==> src/rtl/uart_pkg.sv <==
// Shared definitions for the parametrised UART receiver: parity modes,
// receiver FSM states and the parity check helper.
package uart_pkg;

  localparam int unsigned PAR_NONE = 0;
  localparam int unsigned PAR_EVEN = 1;
  localparam int unsigned PAR_ODD  = 2;

  // Widest supported data word; narrower words are zero-extended.
  localparam int unsigned MaxDataBits = 9;

  typedef enum logic [2:0] {
    StIdle,
    StStart,
    StData,
    StParity,
    StStop
  } rx_state_e;

  function automatic logic parity_error(input int unsigned          mode,
                                        input logic [MaxDataBits-1:0] data,
                                        input logic                 pbit);
    logic x;
    x = (^data) ^ pbit;
    case (mode)
      PAR_EVEN: parity_error = x;
      PAR_ODD:  parity_error = ~x;
      default:  parity_error = 1'b0;
    endcase
  endfunction

endpackage

==> src/rtl/uart_rx_sampler.sv <==
// Line conditioning: two-flop synchroniser, 3-sample history and majority vote.
module uart_rx_sampler (
  input  logic clk_i,
  input  logic rst_i,
  input  logic rx_i,
  output logic sync_o,
  output logic bit_o
);

  logic [1:0] sync_q, sync_d;
  logic [2:0] samp_q, samp_d;

  // Reset to the idle level so reset release never looks like a start bit.
  always_ff @(posedge clk_i or posedge rst_i) begin
    if (rst_i) begin
      sync_q <= 2'b11;
      samp_q <= 3'b111;
    end else begin
      sync_q <= sync_d;
      samp_q <= samp_d;
    end
  end

  always_comb begin
    sync_d = {sync_q[0], rx_i};
    samp_d = {samp_q[1:0], sync_q[1]};
  end

  assign sync_o = sync_q[1];
  assign bit_o  = (samp_q[0] & samp_q[1]) | (samp_q[0] & samp_q[2]) |
                  (samp_q[1] & samp_q[2]);

endmodule

==> src/rtl/uart_rx_param.sv <==
// Parametrised UART receiver: bit timing, frame FSM and a one-entry
// valid/ready holding register with parity, framing and overrun reporting.
module uart_rx_param
  import uart_pkg::*;
#(
  parameter int unsigned DATA_BITS  = 8,
  parameter int unsigned OVERSAMPLE = 16,
  parameter int unsigned PARITY     = 2,
  parameter int unsigned STOP_BITS  = 1
) (
  input  logic                 uart_clock,
  input  logic                 rst,
  input  logic                 serial_data,
  output logic [DATA_BITS-1:0] out,
  output logic                 out_valid,
  input  logic                 out_ready,
  output logic                 par_err,
  output logic                 frame_err,
  output logic                 overrun,
  output logic                 busy
);

  localparam int unsigned CntW = $clog2(OVERSAMPLE);
  localparam int unsigned IdxW = $clog2(DATA_BITS + 3);

  localparam logic [CntW-1:0] CntHalf     = CntW'(OVERSAMPLE / 2 - 1);
  localparam logic [CntW-1:0] CntLast     = CntW'(OVERSAMPLE - 1);
  localparam logic [IdxW-1:0] IdxLastData = IdxW'(DATA_BITS - 1);
  localparam logic [IdxW-1:0] IdxLastStop = IdxW'(STOP_BITS - 1);

  logic line_sync;
  logic line_bit;

  rx_state_e state_q, state_d;

  logic [CntW-1:0]      cnt_q, cnt_d;
  logic [IdxW-1:0]      idx_q, idx_d;
  logic [DATA_BITS-1:0] shift_q, shift_d;
  logic                 perr_q, perr_d;
  logic                 ferr_q, ferr_d;
  logic                 armed_q, armed_d;

  logic [DATA_BITS-1:0] out_q, out_d;
  logic                 out_valid_q, out_valid_d;
  logic                 par_err_q, par_err_d;
  logic                 frame_err_q, frame_err_d;
  logic                 overrun_q, overrun_d;

  logic                   sample_tick;
  logic                   frame_done;
  logic                   frame_ferr;
  logic [MaxDataBits-1:0] data_ext;

  uart_rx_sampler u_sampler (
    .clk_i  (uart_clock),
    .rst_i  (rst),
    .rx_i   (serial_data),
    .sync_o (line_sync),
    .bit_o  (line_bit)
  );

  // Start bit is checked at its middle; every later bit one full period on.
  assign sample_tick = (state_q == StStart) ? (cnt_q == CntHalf) : (cnt_q == CntLast);
  assign frame_done  = (state_q == StStop) && sample_tick && (idx_q == IdxLastStop);
  assign frame_ferr  = ferr_q | ~line_bit;
  assign data_ext    = MaxDataBits'(shift_q);

  // FSM state register
  always_ff @(posedge uart_clock or posedge rst) begin
    if (rst) begin
      state_q <= StIdle;
    end else begin
      state_q <= state_d;
    end
  end

  // FSM next state
  always_comb begin
    state_d = state_q;
    unique case (state_q)
      StIdle: begin
        if (!line_sync && armed_q) state_d = StStart;
      end
      StStart: begin
        if (sample_tick) state_d = line_bit ? StIdle : StData;
      end
      StData: begin
        if (sample_tick && (idx_q == IdxLastData)) begin
          state_d = (PARITY != PAR_NONE) ? StParity : StStop;
        end
      end
      StParity: begin
        if (sample_tick) state_d = StStop;
      end
      StStop: begin
        if (frame_done) state_d = StIdle;
      end
      default: state_d = StIdle;
    endcase
  end

  // FSM outputs
  always_comb begin
    busy = (state_q != StIdle);
  end

  // Bit timing, shift register and per-frame error tracking
  always_comb begin
    cnt_d   = cnt_q + CntW'(1);
    idx_d   = idx_q;
    shift_d = shift_q;
    perr_d  = perr_q;
    ferr_d  = ferr_q;
    armed_d = armed_q;

    if ((state_q == StIdle) || ((state_q == StStart) && sample_tick) || (cnt_q == CntLast)) begin
      cnt_d = '0;
    end

    if (state_d != state_q) begin
      idx_d = '0;
    end else if (sample_tick) begin
      idx_d = idx_q + IdxW'(1);
    end

    if (state_q == StIdle) begin
      perr_d = 1'b0;
      ferr_d = 1'b0;
    end

    if (sample_tick) begin
      if (state_q == StData) shift_d = {line_bit, shift_q[DATA_BITS-1:1]};
      if (state_q == StParity) perr_d = parity_error(PARITY, data_ext, line_bit);
      if ((state_q == StStop) && !line_bit) ferr_d = 1'b1;
    end

    // A frame ending on a low line (break) must see the line high again before re-arming.
    if (frame_done && frame_ferr) begin
      armed_d = 1'b0;
    end else if (line_sync) begin
      armed_d = 1'b1;
    end
  end

  always_ff @(posedge uart_clock or posedge rst) begin
    if (rst) begin
      cnt_q   <= '0;
      idx_q   <= '0;
      shift_q <= '0;
      perr_q  <= 1'b0;
      ferr_q  <= 1'b0;
      armed_q <= 1'b1;
    end else begin
      cnt_q   <= cnt_d;
      idx_q   <= idx_d;
      shift_q <= shift_d;
      perr_q  <= perr_d;
      ferr_q  <= ferr_d;
      armed_q <= armed_d;
    end
  end

  // Holding register: a completing frame loads unless the previous word is still unread.
  always_comb begin
    out_d       = out_q;
    out_valid_d = out_valid_q;
    par_err_d   = par_err_q;
    frame_err_d = frame_err_q;
    overrun_d   = 1'b0;

    if (frame_done) begin
      if (!out_valid_q || out_ready) begin
        out_d       = shift_q;
        par_err_d   = perr_q;
        frame_err_d = frame_ferr;
        out_valid_d = 1'b1;
      end else begin
        overrun_d = 1'b1;
      end
    end else if (out_valid_q && out_ready) begin
      out_valid_d = 1'b0;
    end
  end

  always_ff @(posedge uart_clock or posedge rst) begin
    if (rst) begin
      out_q       <= '0;
      out_valid_q <= 1'b0;
      par_err_q   <= 1'b0;
      frame_err_q <= 1'b0;
      overrun_q   <= 1'b0;
    end else begin
      out_q       <= out_d;
      out_valid_q <= out_valid_d;
      par_err_q   <= par_err_d;
      frame_err_q <= frame_err_d;
      overrun_q   <= overrun_d;
    end
  end

  assign out       = out_q;
  assign out_valid = out_valid_q;
  assign par_err   = par_err_q;
  assign frame_err = frame_err_q;
  assign overrun   = overrun_q;

endmodule

==> config.mk <==
export PLATFORM = sky130hd
export DESIGN_NAME = uart_rx_param
export DESIGN_NICKNAME = d
export VERILOG_FILES = /design/src/rtl/uart_pkg.sv /design/src/rtl/uart_rx_sampler.sv /design/src/rtl/uart_rx_param.sv
export SDC_FILE = /design/constraint.sdc
export NUM_CORES = 1
export LEC_CHECK = 0
export ABC_AREA = 1
export BUFFER_PORTS_ARGS = -buffer_cell sky130_fd_sc_hd__buf_2
export CORE_ASPECT_RATIO = 1.75
export CORE_MARGIN = 2
export CORE_UTILIZATION = 65
export CTS_BUF_LIST = sky130_fd_sc_hd__clkbuf_2 sky130_fd_sc_hd__clkbuf_4 sky130_fd_sc_hd__clkbuf_8
export CTS_CLUSTER_SIZE = 16
export DETAILED_ROUTE_END_ITERATION = 8
export PLACE_DENSITY = 0.86
export RECOVER_POWER = 25
export SETUP_SLACK_MARGIN = 0.3
export SYNTH_ARGS = -nofsm -noshare
export SYNTH_HDL_FRONTEND = slang
export SYNTH_HIERARCHICAL = 1
export SYNTH_SLANG_ARGS = --single-unit
==> constraint.sdc <==
create_clock -name uart_clock -period 2.6 [get_ports uart_clock]
set_clock_uncertainty 0.15 [all_clocks]
set_input_delay 0 -clock uart_clock [delete_from_list [all_inputs] [get_ports uart_clock]]
set_output_delay 0 -clock uart_clock [all_outputs]
set_load 0.05 [all_outputs]
==> reports/summary.md <==
The initial antenna violation count is 0, and the area of the mapped netlist is 0.00176 mm². The HPWL after detailed placement was 2430 µm; the final estimated routing congestion in global placement was 0.848. The worst pin sits at a relative slew slack of 72.0%. After synthesis, flip-flops and latches occupy 55.9% of the total area.

A synthesized cell averages 9.21 µm². Post-route minimum period: 2.06 ns. In the final layout, the share of cells above drive strength 1 is 17.5%.

The run gives 25 as the number of standard-cell rows in the floorplan. Synthesis produced a netlist with a net count of 198. Setup violations remaining at the end of the flow were counted as 0. Average via count per standard cell: 5.32. The critical path start-end classification is flip-flop to flip-flop. The x dimension of the die works out to 43.3 µm. Worst-case setup margin in the final layout: 0.545 ns. The analysis attributes to cell leakage a power of 1.03 nW. The biggest fanout along the worst timing path was 14; the number of violations of the max-capacitance limit was 0. The path class of the tightest hold or removal check is primary input to async pin. The library cell used most frequently in the layout, excluding fill and tap cells, is sky130_fd_sc_hd__nand2_1. Sorting the synthesized cells by area gives the leading types as sky130_fd_sc_hd__dfrtp_1, sky130_fd_sc_hd__nand2_1, sky130_fd_sc_hd__dfstp_2.

The worst voltage drop across the vdd grid is 0.772 mV. The total power came out at 1.59 mW. The buffer count from post-CTS setup fixing came out at 0. Leaving out fill and tap cells, the most frequent cells in the layout are sky130_fd_sc_hd__nand2_1, sky130_fd_sc_hd__dfrtp_1, sky130_fd_sc_hd__nor2_1. The clock passes through at most 2 buffers. Traced cell by cell, the critical path runs through ha_1 > nand2_1 > nor2_1 > nand2_1 > nand2_4 > nand2_1 > mux2_2. The logs give 223 for the number of nets in the final layout and 0 for the total DRC errors in the routed layout.

In this run, the number of DRC markers left after iteration 0 of detailed routing was 27. Dividing total power by cell area gives a power density of 788 mW/mm². The startpoint identified for the worst register-to-register timing path is cnt_q[0]. The count of final hold-check violations is 0.

Before CTS, the worst setup slack after placement is 0.574 ns. Distinct cell type count of the synthesized netlist: 28. At the pin with the least slew margin, the transition time is 0.420 ns. Input and output buffers added on the ports amount to 16.

The worst-path cell with the longest stage delay was sky130_fd_sc_hd__dfrtp_1. After clock tree synthesis, the repair step resized 0 gates. Setup repair after global routing left no endpoint under its margin. Clock latency on the worst-skew pair, taken at its later pin, is 0.29 ns. STA classifies the critical path startpoint as a flip-flop.

The number of clock sinks seen by CTS was 39; the stage delay of the slowest cell on the critical path was 0.40 ns. The tools report the master cell of the clock root buffer as sky130_fd_sc_hd__clkbuf_8. The count of nets left with antenna violations once routing finished came out at 0.

The category of cells accounting for the largest share of critical-path delay is simple AND/OR/NAND/NOR gates. Summing over every cut layer, the via total after detailed routing is 1299. For this block, the routed nets add up to 3270 µm of wire.

The run gives 5 as the clock buffer count from CTS. The Yosys step of the flow raised 6 warnings. Arrival time reported for the critical path endpoint: 2.08 ns. Reg-to-reg endpoint: shift_q[6]. For this run, asynchronously set or reset flops after synthesis account for 100%.

Area added between synthesis and finish: 14.4%. Of all cell types, the one taking the most synthesized area is sky130_fd_sc_hd__dfrtp_1. The number of cells on the worst reg-to-reg path is 7. The number of flip-flops and latches in the synthesized netlist works out to 39. The number of flops mapped to enable cells by yosys is 0, and the final-layout setup total negative slack is 0 ns. The element type at the critical path end was a flip-flop. The H-tree was split into 2 levels.

In the finished design, the share of the clock period the worst path needs comes to 79.0%. The flow ran to the end, and the final reports show no timing, DRC or antenna violations. The tools report the first-pass GRT wire length as 5570 µm. Global routing used 24.3% of the available tracks. The number of antenna diodes in the final layout is 0.

Most prevalent standard cell on the critical path: sky130_fd_sc_hd__nand2_1. The die covers 0.00315 mm². Area fraction of the dominant cell type after synthesis: 46.9%. The cell count after synthesis was 191.

The post-cts hold buffer count came out at 3. The average detailed-routed wire length per instance came out at 13.4 µm. The floorplan step defined a core boundary enclosing 0.00263 mm². The total congestion overflow came out at 0. Final-report max-slew violation count: 0.

For the final cell utilization of the core, the log shows 76.6%. For flop-to-flop paths, the worst setup slack is 0.54 ns. For this design the top-level I/O count stands at 17. The timing-limited maximum frequency was 487 MHz; the die span in y was 72.8 µm. Data on the critical path is required at its endpoint by 2.63 ns. The run gives 1382 as the number of global-route vias before repair.

TritonCTS built the clock tree. The number of buffers and inverters on the critical path is 0. The prevailing post-synth register cell is sky130_fd_sc_hd__dfrtp_1. The effective utilization at floorplan was 67.0%.

The first TritonRoute pass finished after 4 iterations. The tools report the pin count of the biggest net entering global routing as 35. After clock tree synthesis, the clock-pin slew on the worst setup and hold paths is 0.07 ns.
[flip-flops by register name, indices dropped and copies added (netlist names), 2 cells and up]
| register | cells |
|---|---|
| cnt_q | 4 |
| idx_q | 4 |
| out | 8 |
| shift_q | 8 |
| state_q | 3 |
| u_sampler/samp_q | 3 |
| u_sampler/sync_q | 2 |
[stage by stage]
stage	std cells	hold WS (ns)	instance area [µm²]
floorplan	191	-0.173	1760
global placement	233	-0.0491	1870
detailed placement	233	-0.0425	1870
CTS	244	0.207	2010
global route	244	0.225	2010
finish	244	0.204	2010
[kinds of logic (layout without fill, tap and decap cells)]
| logic type | Yosys count | count (layout) | synth area share (%) |
|---|---|---|---|
| flip-flops | 39 | 39 | 55.9 |
| multiplexers | 2 | 2 | 1.28 |
| AO/OA/AOI/OAI | 16 | 16 | 4.98 |
| buffers and inverters | 26 | 52 | 5.97 |
| XOR/XNOR | 11 | 11 | 5.48 |
| AND/OR/NAND/NOR | 94 | 94 | 24.3 |
| adder cells (fa/ha/maj) | 3 | 3 | 2.13 |
[where the power goes]
group / internal (mW) / switching, mW
Clock: 0.310 / 0.200
Combinational: 0.115 / 0.237
Sequential: 0.669 / 0.0558
Total: 1.09 / 0.492
[worst max-delay path by stage]
stage / from / cells past startpoint / to / slack [ns]
floorplan: state_q[1] / 11 / idx_q[0] / 0.84
global placement: cnt_q[0] / 7 / shift_q[6] / 0.71
detailed placement: cnt_q[0] / 7 / shift_q[5] / 0.57
CTS: cnt_q[0] / 7 / shift_q[6] / 0.55
global route: cnt_q[0] / 7 / shift_q[5] / 0.45
finish: cnt_q[0] / 7 / shift_q[6] / 0.54
[cell usage after synthesis, types with 3 or more instances]
master                    number
sky130_fd_sc_hd__nand2_1      50
sky130_fd_sc_hd__o21ai_1       5
sky130_fd_sc_hd__dfrtp_1      33
sky130_fd_sc_hd__inv_1        22
sky130_fd_sc_hd__nor2_1       23
sky130_fd_sc_hd__nand3_1      10
sky130_fd_sc_hd__ha_1          3
sky130_fd_sc_hd__dfstp_2       6
sky130_fd_sc_hd__o21ai_0       7
sky130_fd_sc_hd__xor2_1        6
sky130_fd_sc_hd__xnor2_1       5
[area by class of cell]
cell class,count,area [µm²]
clock inverters,2,35.0
inverters,24,90.1
repair buffers,20,118
multi-input cells,126,671
well taps,27,33.8
fillers,182,614
clock buffers,6,82.6
flip-flops and latches,39,983
[tightest hold or removal path, stage by stage]
cell                            delay, ns
sky130_fd_sc_hd__dlygate4sd3_1       0.53
sky130_fd_sc_hd__buf_2               0.12
sky130_fd_sc_hd__inv_1               0.14
[metal layers]
layer  part of all wire, %  track usage [%]  wire, µm
met3                   3.1             6.44       101
met1                    36             22.5      1180
met4                   3.5             17.2       114
met5                     0                0         0
met2                    57             43.8      1870
Power figures use the tool's default switching activity.
